--- src/rtl/divider_seq_if.sv ---
// Start/done handshake bundle for the sequential divider.
//   master : requester side  - drives start, signed_op, a, b
//   slave  : divider side    - drives ready, done, quotient, remainder,
//                              div_by_zero, overflow
`ifndef DEFAULT_WIDTH
`define DEFAULT_WIDTH 8
`endif

interface divider_seq_if #(parameter int N = `DEFAULT_WIDTH);
  logic         start;
  logic         signed_op;
  logic [N-1:0] a;
  logic [N-1:0] b;
  logic         ready;
  logic         done;
  logic [N-1:0] quotient;
  logic [N-1:0] remainder;
  logic         div_by_zero;
  logic         overflow;

  modport master (
    output start, signed_op, a, b,
    input  ready, done, quotient, remainder, div_by_zero, overflow
  );

  modport slave (
    input  start, signed_op, a, b,
    output ready, done, quotient, remainder, div_by_zero, overflow
  );
endinterface

--- src/rtl/divider_seq.sv ---
// Multi-cycle restoring integer divider (DIV/REM unit beside addsub).
// One quotient bit per clock; signed operands are divided as magnitudes and
// the signs are restored on the final RUN edge.
// Ports:
//   i_clk    clock, rising edge
//   i_rst_n  synchronous reset, active low
//   bus      divider_seq_if.slave: start/signed_op/a/b in,
//            ready/done/quotient/remainder/div_by_zero/overflow out
// Latency: start accepted at edge k -> done in the cycle after edge k+n.
// Divide-by-zero and signed MIN/-1 finish in one cycle.
`ifndef DEFAULT_WIDTH
`define DEFAULT_WIDTH 8
`endif

module divider_seq #(
  parameter int n = `DEFAULT_WIDTH
) (
  input  logic         i_clk,
  input  logic         i_rst_n,
  divider_seq_if.slave bus
);

  localparam int CW = (n > 2) ? $clog2(n) : 1;
  localparam logic [n-1:0] MIN = {1'b1, {(n-1){1'b0}}};

  typedef enum logic [1:0] {S_IDLE, S_RUN, S_DONE} state_t;

  state_t        r_state, w_next;
  logic [CW-1:0] r_cnt;
  logic [n-1:0]  r_rem;   // partial remainder
  logic [n-1:0]  r_dvd;   // dividend shifting out, quotient shifting in
  logic [n-1:0]  r_dsr;   // divisor magnitude
  logic          r_sop, r_sa, r_sb;
  logic [n-1:0]  r_quo, r_remo;
  logic          r_dz, r_ov;

  // ---- acceptance-time decode ----
  logic         w_accept, w_a_neg, w_b_neg, w_dz, w_ovf, w_fast;
  logic [n-1:0] w_mag_a, w_mag_b;

  assign w_accept = (r_state != S_RUN) && bus.start;
  assign w_a_neg  = bus.signed_op & bus.a[n-1];
  assign w_b_neg  = bus.signed_op & bus.b[n-1];
  // |MIN| wraps back to MIN, which read unsigned is exactly 2^(n-1).
  assign w_mag_a  = w_a_neg ? (n'(0) - bus.a) : bus.a;
  assign w_mag_b  = w_b_neg ? (n'(0) - bus.b) : bus.b;
  assign w_dz     = (bus.b == '0);
  assign w_ovf    = bus.signed_op && (bus.a == MIN) && (bus.b == '1);
  assign w_fast   = w_dz | w_ovf;

  // ---- one restoring step ----
  // The shifted remainder can reach 2^(n+1)-3 for unsigned divisors, so the
  // compare is done on n+1 bits; the surviving difference always fits n bits.
  logic [n:0]   w_shift;
  logic [n-1:0] w_diff, w_rem_nx, w_quo_nx, w_quo_fix, w_rem_fix;
  logic         w_ge;

  assign w_shift   = {r_rem, r_dvd[n-1]};
  assign w_ge      = (w_shift >= {1'b0, r_dsr});
  assign w_diff    = w_shift[n-1:0] - r_dsr;
  assign w_rem_nx  = w_ge ? w_diff : w_shift[n-1:0];
  assign w_quo_nx  = {r_dvd[n-2:0], w_ge};
  assign w_quo_fix = (r_sop & (r_sa ^ r_sb)) ? (n'(0) - w_quo_nx) : w_quo_nx;
  assign w_rem_fix = (r_sop & r_sa)          ? (n'(0) - w_rem_nx) : w_rem_nx;

  // ---- FSM ----
  always_ff @(posedge i_clk) begin
    if (!i_rst_n) r_state <= S_IDLE;
    else          r_state <= w_next;
  end

  always_comb begin
    w_next = r_state;
    case (r_state)
      S_IDLE, S_DONE: begin
        if (bus.start) w_next = w_fast ? S_DONE : S_RUN;
        else           w_next = S_IDLE;
      end
      S_RUN:   if (r_cnt == '0) w_next = S_DONE;
      default: w_next = S_IDLE;
    endcase
  end

  // ---- datapath ----
  always_ff @(posedge i_clk) begin
    if (!i_rst_n) begin
      r_cnt  <= '0;
      r_rem  <= '0;
      r_dvd  <= '0;
      r_dsr  <= '0;
      r_sop  <= 1'b0;
      r_sa   <= 1'b0;
      r_sb   <= 1'b0;
      r_quo  <= '0;
      r_remo <= '0;
      r_dz   <= 1'b0;
      r_ov   <= 1'b0;
    end else if (w_accept) begin
      r_sop  <= bus.signed_op;
      r_sa   <= w_a_neg;
      r_sb   <= w_b_neg;
      r_dvd  <= w_mag_a;
      r_dsr  <= w_mag_b;
      r_rem  <= '0;
      r_cnt  <= CW'(n-1);
      // Fast paths load their final results now; otherwise clear until done.
      r_quo  <= w_dz ? '1    : (w_ovf ? MIN : '0);
      r_remo <= w_dz ? bus.a : '0;
      r_dz   <= w_dz;
      r_ov   <= w_ovf & ~w_dz;
    end else if (r_state == S_RUN) begin
      r_rem <= w_rem_nx;
      r_dvd <= w_quo_nx;
      if (r_cnt == '0) begin
        r_quo  <= w_quo_fix;
        r_remo <= w_rem_fix;
      end else begin
        r_cnt <= r_cnt - 1'b1;
      end
    end
  end

  assign bus.ready       = (r_state != S_RUN);
  assign bus.done        = (r_state == S_DONE);
  assign bus.quotient    = r_quo;
  assign bus.remainder   = r_remo;
  assign bus.div_by_zero = r_dz;
  assign bus.overflow    = r_ov;

endmodule

--- src/flat_wrapper.sv ---
// flat-port wrapper written by rule: the top's interface ports become plain ports
module divider_seq_flat 
#(
  parameter int n = `DEFAULT_WIDTH
)
  (i_clk, i_rst_n, bus_start, bus_signed_op, bus_a, bus_b, bus_ready, bus_done, bus_quotient, bus_remainder, bus_div_by_zero, bus_overflow);
  divider_seq_if #(.N(8)) bus_i ();
  input  logic i_clk;
  input  logic i_rst_n;
  input wire logic [$bits(bus_i.start)-1:0] bus_start;
  input wire logic [$bits(bus_i.signed_op)-1:0] bus_signed_op;
  input wire logic [$bits(bus_i.a)-1:0] bus_a;
  input wire logic [$bits(bus_i.b)-1:0] bus_b;
  output wire logic [$bits(bus_i.ready)-1:0] bus_ready;
  output wire logic [$bits(bus_i.done)-1:0] bus_done;
  output wire logic [$bits(bus_i.quotient)-1:0] bus_quotient;
  output wire logic [$bits(bus_i.remainder)-1:0] bus_remainder;
  output wire logic [$bits(bus_i.div_by_zero)-1:0] bus_div_by_zero;
  output wire logic [$bits(bus_i.overflow)-1:0] bus_overflow;
  assign bus_i.start = bus_start;
  assign bus_i.signed_op = bus_signed_op;
  assign bus_i.a = bus_a;
  assign bus_i.b = bus_b;
  assign bus_ready = bus_i.ready;
  assign bus_done = bus_i.done;
  assign bus_quotient = bus_i.quotient;
  assign bus_remainder = bus_i.remainder;
  assign bus_div_by_zero = bus_i.div_by_zero;
  assign bus_overflow = bus_i.overflow;
  divider_seq #(.n(n)) u_core (.i_clk(i_clk), .i_rst_n(i_rst_n), .bus(bus_i));
endmodule
--- config.mk ---
export PLATFORM = sky130hd
export DESIGN_NAME = divider_seq_flat
export DESIGN_NICKNAME = d
export VERILOG_FILES = /design/src/rtl/divider_seq_if.sv /design/src/rtl/divider_seq.sv /design/src/flat_wrapper.sv
export SDC_FILE = /design/constraint.sdc
export NUM_CORES = 1
export LEC_CHECK = 0
export CELL_PAD_IN_SITES_DETAIL_PLACEMENT = 0
export CELL_PAD_IN_SITES_GLOBAL_PLACEMENT = 1
export CORE_ASPECT_RATIO = 1.25
export CORE_MARGIN = 3
export CORE_UTILIZATION = 37
export CTS_CLUSTER_SIZE = 8
export DETAILED_ROUTE_END_ITERATION = 10
export PLACE_DENSITY = 0.87
export SYNTH_ARGS = -nofsm -noshare
export SYNTH_HDL_FRONTEND = slang
export SYNTH_SLANG_ARGS = --single-unit
--- constraint.sdc ---
create_clock -name i_clk -period 2.5 [get_ports i_clk]
set_input_delay 0.625 -clock i_clk [delete_from_list [all_inputs] [get_ports i_clk]]
set_output_delay 0.625 -clock i_clk [all_outputs]
set_load 0.01 [all_outputs]
==> results.md <==
- Run status: finished clean
- CP Cell Sequence: inv_2 > ha_4 > inv_2 > fa_2 > and2b_1 > nand2_2 > or4_4 > o31ai_4 > xnor2_2 > o31ai_2
- Fillers: approximately 840
- Clock skew: between 0.015 and 0.02 ns
- RSZ-0062 raised after global routing: yes
- Hold-fix buffers at CTS: 0
- Clock power frac: 23.0%
- Buffers & Inverters on Critical Path: 2
- Synth Warn #: 0
- Initial antenna violation count: 0
- Final max-slew violation count: 0
- Setup violators final: 0
- CTS tree: done
- CTS Buf Count: 5
- Net Switching: 0.000931 W
- Sequential power share: between 30% and 40%
- Number of detailed-route iterations in the first pass: 5
- Vias per inst: between 5 and 6
- Gpl congestion: 0.869
- Syn nets: between 400 and 500
- Crit-path slowest cell: or4_4
- Worst EP required: 2.74 ns
- FF+latch count, synth: 50
- Crit Path Max Fanout: 2
- Share of post-route cells with drive strength above 1: about 16%
- Startpoint types: flop
- Starting DRT DRC Count: 167
- Syn_area_per_cell: about 7.7 um2
- Final Routed Wirelength: around 9600 um
- Die height: 111 um
- Logic pwr share: roughly two fifths
- Gr ovfl total: 0
- Fin. Hold Viols: 0
- Synthesized instance count: around 430
- Rel. slew slack: 72.6%
- Total Die Area: 10100 um2
- WL/cell: 15.6 um
- Synth top area cells: dfxtp_1 30%, a21oi_1 5.6%, nand2_1 5.4%
- Lkg Pwr: 1.71 nW
- First-pass GRT wire length: about 16000 um
- Critical path's top delay family: simple AND/OR/NAND/NOR gates
- Total GRT Usage: between 10% and 20%
- FP Rows: 37
- Synth top cells by count: 50 x dfxtp_1, 47 x nand2_1, 40 x nor2_1, 37 x a21oi_1, 24 x o21ai_0
- Clock Sinks: 50
- # Max-Cap Violations: 0
- Pwr dens: 611 nW/um2
- FMAX: between 0.4 and 0.5 GHz
- Clock tree buffer depth: 2
- Boundary pin count: 40
- Post-layout minimum cycle time: roughly 2.4 ns
- Ys flop type: dfxtp_1
- DPL Wire Length: 7300 um
- Finished Core Util: between 50% and 60%
- Ys async rst share: 0%
- Max VDD drop: ~0.25 mV
- Sequential fraction of the synthesis area: 30.5%
- Crit Path Class: reg2reg
- Final instance area: ~4300 um2
- Core Footprint: ~8400 um2
- Cell mode on critical path: inv_2
- Clock latency on the worst-skew pair: about 0.32 ns
- CP arrival: approximately 2.7 ns
- Synth area leader: dfxtp_1
- Nature of the critical path endpoint: flop
- CP max stage delay: roughly 0.55 ns
- Pin count of the biggest net entering global routing: 28
- CTS root buffer: clkbuf_8
- Area Growth Syn to Fin: 29.7%
- Top cell type's share of synthesized area: 30.5%
- Starting Density: 39.0%
- Diode count: 0
- Distinct cells, synth: between 50 and 60
- Total number of vias: 3306
- Period utilisation layout: between 90% and 100%
- Sw frac: 35.7%
- H-tree depth: 2
- Total Nets Final: roughly 530
- DP Area: between 4000 and 5000 um2
- Leading cell type by number of instances after synthesis: dfxtp_1
- Clock transition at path regs: about 0.1 ns
- Internal power: between 0.0015 and 0.002 W
- Post-Syn Area: 3290 um2
- Residual DRC count: 0
- Antenna Nets Post-Route: 0
- Post-synth EDFFs: 0
- Min-Delay Path Class: reg2reg
- Measured slew at the worst slew-check pin: between 0.4 and 0.5 ns
- Die Span X: between 90 and 100 um
- Vias in the first global route: 3249
- Number of port buffers: 39
## sequential cells by signal, indices dropped and copies added, names as in the netlist
register,flops
u_core.bus.quotient,8
u_core.r_state,2
u_core.r_dvd,8
u_core.r_sb,1
u_core.r_sop,1
u_core.bus.remainder,8
u_core.r_cnt,3
u_core.bus.overflow,1
u_core.bus.div_by_zero,1
u_core.r_rem,8
u_core.r_dsr,8
u_core.r_sa,1
## worst register-to-register path: stages (launching register included)
cell	delay [ns]
dfxtp_2	0.34
inv_2	0.05
ha_4	0.16
inv_2	0.05
fa_2	0.43
and2b_1	0.25
nand2_2	0.07
or4_4	0.55
o31ai_4	0.22
xnor2_2	0.09
o31ai_2	0.18
## logic make-up after synthesis
family                   synth area share [%]
AND/OR/NAND/NOR                          23.9
AO/OA/AOI/OAI                            26.5
flip-flops                               30.5
buffers and inverters                    5.22
XOR/XNOR                                 7.42
adder cells (fa/ha/maj)                  5.94
multiplexers                            0.609
## per-stage QoR
| stage | TNS [ns] | power [W] | hold slack [ns] | setup WS, ns | std cells |
|---|---|---|---|---|---|
| after floorplan | 0 | 0.00156 | 0.435 | 0.0126 | 428 |
| after global placement | -0.0832 | 0.00194 | 0.446 | -0.0429 | 605 |
| after detailed placement | -0.263 | 0.00197 | 0.464 | -0.122 | 605 |
| after CTS | 0 | 0.00258 | 0.477 | 0.00394 | 613 |
| after global routing | -0.103 | 0.00277 | 0.507 | -0.0478 | 615 |
| final | 0 | 0.00261 | 0.468 | 0.0564 | 615 |
## power groups by stage
| stage | combinational (W) | sequential (W) | clock [W] |
|---|---|---|---|
| final | 0.00108 | 0.000924 | 0.000598 |
| after CTS | 0.00104 | 0.000921 | 0.000614 |
| after detailed placement | 0.00103 | 0.000940 | 0 |
| after global routing | 0.00120 | 0.000932 | 0.000640 |
| after floorplan | 0.000620 | 0.000938 | 0 |
| after global placement | 0.00101 | 0.000936 | 0 |
## path summary, 6_finish.rpt
check	from	endpoint	slack, ns	depth (start not counted)
worst max register to register	u_core.r_dvd[7]	u_core.bus.remainder[7]	0.06	10
worst max-delay path	u_core.r_dvd[7]	u_core.bus.remainder[7]	0.06	10
worst min register to register	u_core.r_dsr[7]	u_core.r_dsr[7]	0.47	2
worst min-delay path	u_core.r_dsr[7]	u_core.r_dsr[7]	0.47	2
## layout make-up
class / count / area (um2) / area share (%)
Tap cell: 117 / 146 / 3.43
Clock inverter: 3 / 43.8 / 1.03
Sequential cell: 50 / 1000 / 23.5
Timing Repair Buffer: 85 / 748 / 17.6
Inverter: 21 / 78.8 / 1.85
Clock buffer: 5 / 68.8 / 1.61
Multi-Input combinational cell: 334 / 2170 / 51.0
## timing repair
action	4_1_cts	5_1_grt
endpoints found under the setup margin	1	7
resized for setup	2	12
pin swaps	4	2
setup buffers	0	2
## routing by layer
metal	GRT usage (%)	up-vias	part of all wire (%)
li1	-	1657	-
met1	21.6	1539	42
met2	34.5	79	50
met3	3.18	31	3.9
met4	9.19	0	4.0
met5	0	-	0
## placed cells by master (no fill, tap or decap), drive strengths merged, types with 2 or more instances in the layout
cell type and instances:
or3 9, nor2b 15, o21a 2, a21boi 6, ha 14, nor3b 3, a221oi 2, nand3 14
nor3 7, a31oi 3, nand2b 3, buf 46, clkbuf 5, clkdlybuf4s50 39, nand2 50, xnor2 18
and2 7, xor2 9, o21ai 29, a21o 2, nor2 40, mux2i 2, o211ai 3, o311ai 2
a21oi 37, or4 2, o31ai 5, and3 2, a211oi 13, o211a 8, dfxtp 50, inv 22
nor4 5, a311oi 8
Note: power is estimated with default switching activity, not from simulation.
